`config.mk`:
```
export PLATFORM = sky130hd
export DESIGN_NAME = rf_wport_arbiter
export DESIGN_NICKNAME = d
export VERILOG_FILES = /design/src/rtl/rf_wport_arbiter.sv
export SDC_FILE = /design/constraint.sdc
export NUM_CORES = 1
export LEC_CHECK = 0
export ABC_CLOCK_PERIOD_IN_PS = 4000
export BUFFER_PORTS_ARGS = -buffer_cell sky130_fd_sc_hd__buf_4
export CAP_MARGIN = 25
export CORE_MARGIN = 8
export CORE_UTILIZATION = 35
export CTS_CLUSTER_SIZE = 24
export DETAILED_ROUTE_END_ITERATION = 16
export PLACE_DENSITY = 0.61
export SETUP_SLACK_MARGIN = 0.3
export SLEW_MARGIN = 5
export SYNTH_ARGS = -nofsm -noshare
export SYNTH_HDL_FRONTEND = slang
export SYNTH_SLANG_ARGS = --single-unit
```
`constraint.sdc`:
```
create_clock -name clk -period 4 [get_ports clk]
set_input_delay 1.2 -clock clk [delete_from_list [all_inputs] [get_ports clk]]
set_output_delay 1.2 -clock clk [all_outputs]
set_load 0.03 [all_outputs]
```
`src/rtl/rf_wport_arbiter.sv`:
```
// Purpose : shares the regfile write port between WB (always wins) and LU results
//           queued in a small FIFO; a busy-bit scoreboard flags registers with
//           LU writes outstanding.
// Latency : port mux is combinational; a queued LU result can reach the port the
//           cycle after it is pushed, provided WB leaves the port idle.
// Backpr. : lu_ready drops when the FIFO is full (from registered count only);
//           WB is never stalled.
// Ports   : clk/rst (async, active-low); wb_we/wb_wa/wb_wd WB request;
//           lu_valid/lu_wa/lu_wd/lu_ready LU result handshake; iss_valid/iss_wa
//           LU issue (scoreboard set); q_ra1/q_ra2 -> busy1/busy2 hazard query;
//           rf_we3/rf_wa3/rf_wd3 to regfile; fifo_cnt occupancy; sb_err sticky
//           double-issue flag.
module rf_wport_arbiter #(
   parameter int DW    = 32,
   parameter int AW    = 5,
   parameter int DEPTH = 2
) (
   input  logic          clk,
   input  logic          rst,
   input  logic          wb_we,
   input  logic [AW-1:0] wb_wa,
   input  logic [DW-1:0] wb_wd,
   input  logic          lu_valid,
   input  logic [AW-1:0] lu_wa,
   input  logic [DW-1:0] lu_wd,
   output logic          lu_ready,
   input  logic          iss_valid,
   input  logic [AW-1:0] iss_wa,
   input  logic [AW-1:0] q_ra1,
   input  logic [AW-1:0] q_ra2,
   output logic          busy1,
   output logic          busy2,
   output logic          rf_we3,
   output logic [AW-1:0] rf_wa3,
   output logic [DW-1:0] rf_wd3,
   output logic [AW-1:0] fifo_cnt,
   output logic          sb_err
);

   localparam int PW   = (DEPTH > 1) ? $clog2(DEPTH) : 1;
   localparam int NREG = 1 << AW;
   localparam logic [PW:0] CNT_FULL = (PW+1)'(DEPTH);

   // FIFO storage (not reset: only entries between the pointers are ever read)
   logic [AW-1:0] fa [DEPTH];
   logic [DW-1:0] fd [DEPTH];
   logic [PW-1:0] wr_ptr, rd_ptr;
   logic [PW:0]   cnt;

   logic [NREG-1:0] busy, busy_nxt;

   logic          wb_req;
   logic          fifo_empty;
   logic          push, pop;
   logic          iss_set;
   logic [AW-1:0] head_wa;
   logic [DW-1:0] head_wd;

   assign head_wa    = fa[rd_ptr];
   assign head_wd    = fd[rd_ptr];
   assign fifo_empty = (cnt == '0);

   // A WB write to r0 is not a real request, so the FIFO may use the slot.
   assign wb_req   = wb_we && (wb_wa != '0);

   // Readiness comes from the registered count only; a full FIFO never
   // accepts even if it pops this cycle, keeping lu_ready free of WB timing.
   assign lu_ready = rst && (cnt != CNT_FULL);
   assign push     = lu_valid && lu_ready;
   assign pop      = rst && !wb_req && !fifo_empty;
   assign iss_set  = iss_valid && (iss_wa != '0);

   assign fifo_cnt = AW'(cnt);

   // Write-port mux. Entries addressed to r0 still pop but produce no write.
   always_comb begin
      rf_we3 = 1'b0;
      rf_wa3 = '0;
      rf_wd3 = '0;
      if (rst) begin
         if (wb_req) begin
            rf_we3 = 1'b1;
            rf_wa3 = wb_wa;
            rf_wd3 = wb_wd;
         end else if (pop && (head_wa != '0)) begin
            rf_we3 = 1'b1;
            rf_wa3 = head_wa;
            rf_wd3 = head_wd;
         end
      end
   end

   always_ff @(posedge clk) begin
      if (push) begin
         fa[wr_ptr] <= lu_wa;
         fd[wr_ptr] <= lu_wd;
      end
   end

   always_ff @(posedge clk or negedge rst) begin
      if (!rst) begin
         wr_ptr <= '0;
         rd_ptr <= '0;
         cnt    <= '0;
      end else begin
         if (push) wr_ptr <= wr_ptr + 1'b1;
         if (pop)  rd_ptr <= rd_ptr + 1'b1;
         if (push && !pop)      cnt <= cnt + 1'b1;
         else if (pop && !push) cnt <= cnt - 1'b1;
      end
   end

   // Scoreboard: clear on retire, then set on issue so a same-cycle set wins.
   always_comb begin
      busy_nxt = busy;
      if (pop)     busy_nxt[head_wa] = 1'b0;
      if (iss_set) busy_nxt[iss_wa]  = 1'b1;
      busy_nxt[0] = 1'b0;
   end

   always_ff @(posedge clk or negedge rst) begin
      if (!rst) begin
         busy   <= '0;
         sb_err <= 1'b0;
      end else begin
         busy <= busy_nxt;
         if (iss_set && busy[iss_wa]) sb_err <= 1'b1;
      end
   end

   // busy[0] is held at 0, so a query of r0 reads as not busy.
   assign busy1 = busy[q_ra1];
   assign busy2 = busy[q_ra2];

endmodule

```
==> results of run 1 <==
-- sequential cells by signal, summed over array words and instances (netlist names) --
name and flops:
sb_err 1, busy 31, fa 10, cnt 2
fd 64, rd_ptr 1, wr_ptr 1
-- cells in the final DEF (no fill, tap or decap), types with 3 or more instances in the layout --
cell type / synthesis / final
sky130_fd_sc_hd__buf_4: 4 / 108
sky130_fd_sc_hd__edfxtp_1: 74 / 74
sky130_fd_sc_hd__buf_6: 4 / 44
sky130_fd_sc_hd__nand2_1: 41 / 41
sky130_fd_sc_hd__mux2_2: 39 / 37
sky130_fd_sc_hd__dfrtp_1: 36 / 35
sky130_fd_sc_hd__nand4_1: 33 / 33
sky130_fd_sc_hd__o21ai_0: 33 / 32
sky130_fd_sc_hd__o41ai_1: 31 / 31
sky130_fd_sc_hd__a21boi_4: 0 / 30
sky130_fd_sc_hd__mux4_2: 20 / 20
sky130_fd_sc_hd__mux2i_1: 16 / 16
sky130_fd_sc_hd__clkbuf_16: 0 / 11
sky130_fd_sc_hd__nand3_1: 9 / 9
sky130_fd_sc_hd__inv_1: 6 / 6
sky130_fd_sc_hd__nor2_1: 6 / 5
sky130_fd_sc_hd__a21boi_2: 0 / 5
sky130_fd_sc_hd__buf_12: 0 / 5
sky130_fd_sc_hd__a32oi_1: 4 / 4
sky130_fd_sc_hd__nand3b_1: 4 / 4
sky130_fd_sc_hd__o22ai_1: 4 / 4
sky130_fd_sc_hd__buf_8: 0 / 4
sky130_fd_sc_hd__or3_1: 3 / 3
sky130_fd_sc_hd__nor3b_1: 3 / 3
sky130_fd_sc_hd__nor3_1: 3 / 3
sky130_fd_sc_hd__xnor2_1: 3 / 3
sky130_fd_sc_hd__conb_1: 1 / 3
sky130_fd_sc_hd__clkbuf_2: 0 / 3
-- per-layer routing --
metal / up-vias / track usage (%) / share of wire, %
li1: 2168 / - / -
met1: 2408 / 21.0 / 41
met2: 258 / 27.3 / 47
met3: 44 / 5.35 / 9.1
met4: 0 / 7.37 / 3.0
met5: - / 0 / 0
-- cells by family after synthesis --
family,after synthesis,share of synthesized area [%]
AO/OA/AOI/OAI,121,14.5
adder cells (fa/ha/maj),1,0.210
flip-flops,110,52.5
multiplexers,75,17.7
buffers and inverters,51,4.17
XOR/XNOR,5,0.737
other,1,0.0631
AND/OR/NAND/NOR,115,10.1
-- stage by stage --
stage	hold WS [ps]	TNS (ps)
after floorplan	479	0
after global placement	533	0
after detailed placement	546	-15.7
after CTS	561	0
after global routing	581	-102
final	555	0
-- timing repair --
action,4_1_cts,5_1_grt
gates resized for setup,21,39
hold buffers,0,0
cloned,1,3
setup buffers,5,1
setup endpoints to repair,40,40
pin swaps,2,8
-- layout make-up --
type,count,area (um2),share of cell area [%]
Multi-Input combinational cell,321,3010,36.6
Timing Repair Buffer,163,1520,18.5
Sequential cell,110,3120,38.0
Inverter,6,22.5,0.274
Clock buffer,12,240,2.92
Tap cell,220,275,3.35
Clock inverter,4,28.8,0.350
-- path summary, 6_finish.rpt --
path	to	slack, ps	cells after the start
max	rf_wd3[2]	20	8
min	wr_ptr	550	1
max reg2reg	busy[18]	1680	4
min reg2reg	wr_ptr	550	1
max in group asynchronous	rd_ptr	2800	2
min in group asynchronous	busy[5]	880	2
-- worst max-delay path, cell delays in order --
cell and delay (ps):
sky130_fd_sc_hd__buf_6 90, sky130_fd_sc_hd__or4_4 560, sky130_fd_sc_hd__o21ai_4 160, sky130_fd_sc_hd__buf_12 150
sky130_fd_sc_hd__buf_6 130, sky130_fd_sc_hd__nand4_1 150, sky130_fd_sc_hd__a21boi_4 190, sky130_fd_sc_hd__buf_6 150
-- power by group through the flow --
stage | Combinational [W] | Sequential, W | Clock (W)
after floorplan | 0.00116 | 0.00165 | 0
after global placement | 0.00151 | 0.00180 | 0
after detailed placement | 0.00156 | 0.00182 | 0
after CTS | 0.00159 | 0.00180 | 0.000854
after global routing | 0.00174 | 0.00183 | 0.000900
final | 0.00163 | 0.00180 | 0.000836
==> out/results.txt, run 1 <==
run status - finished clean
highest clock rate - 251 MHz
Post-synth EDFFs - 74
Inserted Diodes - 0
Die X-Extent - 146 um
combined area of all synthesized cells - 5940 um2
arrival time of data at the critical path endpoint - 2780 ps
Final Setup Violations - 0
most frequently used cell type in the post-synthesis netlist - sky130_fd_sc_hd__edfxtp_1
leakage power total - 3.13 nW
die boundary height - 146 um
fraction of synthesized cell area taken by the top area cell type - 37.4%
standard cell area after detailed placement - 7590 um2
clock transition at the register clock pins on the worst setup and hold paths after CTS - 70 ps
clock sink count - 110
layout cell share with drive strength beyond 1 - 46.9%
Pwr per Cell Area - 519 nW/um2
Setup WS post-layout - 21.8 ps
sequential share of power - 42.1%
unrepaired setup endpoints after global routing - true
most numerous cell types in the synthesized netlist - sky130_fd_sc_hd__edfxtp_1 (74), sky130_fd_sc_hd__nand2_1 (41), sky130_fd_sc_hd__mux2_2 (39)
number of non-filler instances in the completed layout - 836
count of port buffers added during placement - 137
number of H-tree branching levels - 3
via count of the first global-routing pass - 5144
post-route total power - 0.00426 W
Max Fanout on Critical Path - 6
Clk Tree Root Cell - sky130_fd_sc_hd__clkbuf_16
Antenna Violating Nets Remaining - 0
area of the die - 21400 um2
Startpoint Class - input port
number of storage elements in the synthesis netlist - 110
Setup Slack @ Placement - -11.3 ps
drt via density - 5.83
internal power summed over all cells - 0.00271 W
fraction of synthesis flops using an asynchronous set or reset pin - 32.7%
average footprint of a synthesized cell - 12.4 um2
Post-Synthesis Cells - 479
core area - 16600 um2
number of rows created at floorplan - 47
net switching power of the design - 0.00155 W
Detailed Routing Iterations Pass 1 - 5
dominant cells by area after synthesis - sky130_fd_sc_hd__edfxtp_1 (37%), sky130_fd_sc_hd__dfrtp_1 (15%), sky130_fd_sc_hd__mux4_2 (7.6%)
maximum number of pins on one net before global-route repair - 77
Max-Slew Margin vs Limit - 40.2%
latest clock arrival within the worst-skew pair - 350 ps
post-layout instance area - 8220 um2
part of the cycle the worst path needs - 99.5%
Critical Path Start - wb_wa[2]
sort of element at the end of the critical path - output port
Primary FF master, synth - sky130_fd_sc_hd__edfxtp_1
wire length of the first global-routing pass - 28800 um
fill count - 1469
total overflow reported by the global router - 0
critical register-to-register path startpoint - rd_ptr
Worst Skew - 11.0 ps
Detail Placement HPWL - 13500 um
average routed wire per standard cell - 22.5 um
layout overhead on the synthesized area - 38.2%
final design utilization - 49.6%
gr usage total - 17.1%
initial detailed-routing violation count - 337
max_cap viols - 0
number of primary I/O pins - 141
fraction of power consumed by combinational cells - 38.3%
count of cell types in the netlist - 44
Setup Crit Path Kind - in2out
post-detailed-route DRC marker count - 0
Clock power frac - 19.6%
Critical Path RT - 2800 ps
max-slew violations - 0
hold violation total from the final report - 0
routability-driven placement congestion ratio - 0.949
starting utilization of the core area - 35.8%
Peak supply drop - 0.000248 V
min-delay worst type - reg2reg
Sw Ratio - 36.4%
total via count in the routed design - 4878
source of the worst hold timing path - wr_ptr
number of antenna violations at the first check in global routing - 0
transition at the pin with the smallest max-transition slack - 897 ps
number of buffers created by CTS - 9
net count reported at finish - 706
min cycle time layout - 3980 ps
count of yosys warnings during synthesis - 0
worst-case clock buffer depth - 2
clock tree from TritonCTS - built
Routed Wire Length - 18800 um
biggest area consumer among synthesized cells - sky130_fd_sc_hd__edfxtp_1
# placed instances - 810
share of synthesized area occupied by flip-flops and latches - 52.5%
Note: power is estimated with default switching activity, not from simulation.
==> run 2, diff against run 1 <==
--- a/config.mk
+++ b/config.mk
@@ -5,14 +5,14 @@
 export SDC_FILE = /design/constraint.sdc
 export NUM_CORES = 1
 export LEC_CHECK = 0
-export ABC_CLOCK_PERIOD_IN_PS = 4000
+export ABC_CLOCK_PERIOD_IN_PS = 3200
 export BUFFER_PORTS_ARGS = -buffer_cell sky130_fd_sc_hd__buf_4
 export CAP_MARGIN = 25
 export CORE_MARGIN = 8
 export CORE_UTILIZATION = 35
 export CTS_CLUSTER_SIZE = 24
 export DETAILED_ROUTE_END_ITERATION = 16
-export PLACE_DENSITY = 0.61
+export PLACE_DENSITY_LB_ADDON = 0.12
 export SETUP_SLACK_MARGIN = 0.3
 export SLEW_MARGIN = 5
 export SYNTH_ARGS = -nofsm -noshare
==> constraint.sdc (replaced) <==
create_clock -name clk -period 3.2 [get_ports clk]
set_input_delay 0.96 -clock clk [delete_from_list [all_inputs] [get_ports clk]]
set_output_delay 0.96 -clock clk [all_outputs]
set_load 0.03 [all_outputs]
==> run 2 against run 1 <==
Effect of this change:
- the run now ends with setup timing left
- setup slack got worse by 280 ps
- core utilization rose by 0.20 points
- clock-buffer cell count is 3 lower
- die area stayed put
==> out/results.txt, run 2 (synthesized netlist as in run 1, its figures left out) <==
run status - finished with violations
failing checks - setup timing
worst path buffer plus inverter count - 3
Peak supply drop - 0.000271 V
Critical Path, Cell by Cell - buf_6, or4_4, o21ai_4, buf_12, nand4_1, a21boi_4, buf_6
number of buffers created by CTS - 9
number of antenna violations at the first check in global routing - 0
routability-driven placement congestion ratio - 0.831
Max-Slew Margin vs Limit - 51.5%
number of rows created at floorplan - 47
initial detailed-routing violation count - 332
transition at the pin with the smallest max-transition slack - 725 ps
Die X-Extent - 146 um
post-route worst hold slack - 550 ps
number of primary I/O pins - 141
max_cap viols - 0
number of H-tree branching levels - 3
leakage power total - 3.15 nW
clock tree from TritonCTS - built
Setup Crit Path Kind - in2out
core area - 16600 um2
layout overhead on the synthesized area - 38.8%
Antenna Violating Nets Remaining - 0
net count reported at finish - 704
area of the die - 21400 um2
part of the cycle the worst path needs - 108%
setup slack on the worst flop-to-flop path - 1040 ps
post-layout instance area - 8250 um2
min-delay worst type - reg2reg
sort of element at the end of the critical path - output port
clock transition at the register clock pins on the worst setup and hold paths after CTS - 70 ps
Critical Path Max Stage Delay - 550 ps
Setup Slack @ Placement - -310 ps
flip-flop count of the largest register after layout - 64
total via count in the routed design - 4709
via count of the first global-routing pass - 4906
wire length of the first global-routing pass - 27400 um
Final Setup Violations - 40
Startpoint Class - input port
hold violation total from the final report - 0
fill count - 1484
average routed wire per standard cell - 20.8 um
arrival time of data at the critical path endpoint - 2500 ps
most frequent standard cell in the layout excluding fill and tap cells - sky130_fd_sc_hd__buf_4
area taken by flip-flops and latches - 3120 um2
count of port buffers added during placement - 137
max-slew violations - 0
Clk Tree Root Cell - sky130_fd_sc_hd__clkbuf_16
Inserted Diodes - 0
post-detailed-route DRC marker count - 0
largest registers ranked by flip-flop count - fd x64, busy x31, fa x10
latest clock arrival within the worst-skew pair - 350 ps
drt via density - 5.65
min cycle time layout - 3460 ps
Detail Placement HPWL - 12800 um
Setup WS post-layout - -255 ps
highest clock rate - 289 MHz
Max Fanout on Critical Path - 23
Pwr per Cell Area - 656 nW/um2
total overflow reported by the global router - 0
unrepaired setup endpoints after global routing - true
maximum number of pins on one net before global-route repair - 39
clock sink count - 110
Worst Skew - 7.69 ps
Routed Wire Length - 17300 um
die boundary height - 146 um
final design utilization - 49.8%
gr usage total - 16.2%
Critical Path RT - 2240 ps
standard cell area after detailed placement - 7740 um2
library cell contributing the largest single delay on the critical path - sky130_fd_sc_hd__or4_4
most frequent cells in the layout - sky130_fd_sc_hd__buf_4 (118), sky130_fd_sc_hd__edfxtp_1 (74), sky130_fd_sc_hd__nand2_1 (41)
footprint of the multi-input gates - 3030 um2
layout cell share with drive strength beyond 1 - 46.6%
number of hold-repair buffers added at the cts stage - 0
worst-case clock buffer depth - 2
register ranked first by flip-flop count - fd
Detailed Routing Iterations Pass 1 - 5
CP most frequent cell - sky130_fd_sc_hd__buf_6
cell family with the largest share of critical-path delay - simple AND/OR/NAND/NOR gates
starting utilization of the core area - 35.8%
-- run 2: cell count changes in the layout (fill, tap and decap cells not counted), sizes merged --
cell / change
clkbuf: -5
bufbuf: +1
clkinvlp: +1
bufinv: +1
o21a: -1
clkinv: +1
-- run 2: worst paths after layout --
path	depth (start not counted)	from	endpoint
max in group asynchronous	2	rst	rd_ptr
min	1	wr_ptr	wr_ptr
min in group asynchronous	2	rst	busy[12]
max	7	wb_wa[2]	rf_wd3[8]
max reg2reg	5	rd_ptr	busy[21]
min reg2reg	1	wr_ptr	wr_ptr
-- run 2: layout make-up --
class                      count  area share [%]
multi-input combinational    320            36.7
sequential                   110            37.9
timing repair buffer         162            18.2
tap                          220            3.34
clock inverter                 7           0.864
inverter                       6           0.273
clock buffer                   9            2.73
-- run 2: report_power, final --
| part | total, W | switching (W) | internal [W] |
|---|---|---|---|
| Clock | 0.00113 | 0.000519 | 0.000611 |
| Combinational | 0.00211 | 0.00108 | 0.00103 |
| Sequential | 0.00217 | 0.000319 | 0.00185 |
-- run 2: what timing repair did --
item                                    4_1_cts  5_1_grt
buffers inserted                              1        0
pin swaps                                     1        2
endpoints found under the setup margin       41       40
gates cloned                                  1        0
endpoints found under the hold margin         0        0
resized for setup                            42        2
-- run 2: metrics by stage --
step | std cells | TNS, ps | power [W]
final | 834 | -8550 | 0.00542
after global routing | 834 | -10840 | 0.00571
after CTS | 834 | -8910 | 0.00546
after detailed placement | 816 | -11080 | 0.00427
after global placement | 815 | -10460 | 0.00422
after floorplan | 481 | -1780 | 0.00354
-- run 2: layer usage --
metal  GRT usage, %  routed length, um  vias to the layer above
li1               -                  -                     2168
met1           21.2               7490                     2333
met2           25.3               8270                      183
met3           4.57               1210                       25
met4           5.67                335                        0
met5              0                  0                        -
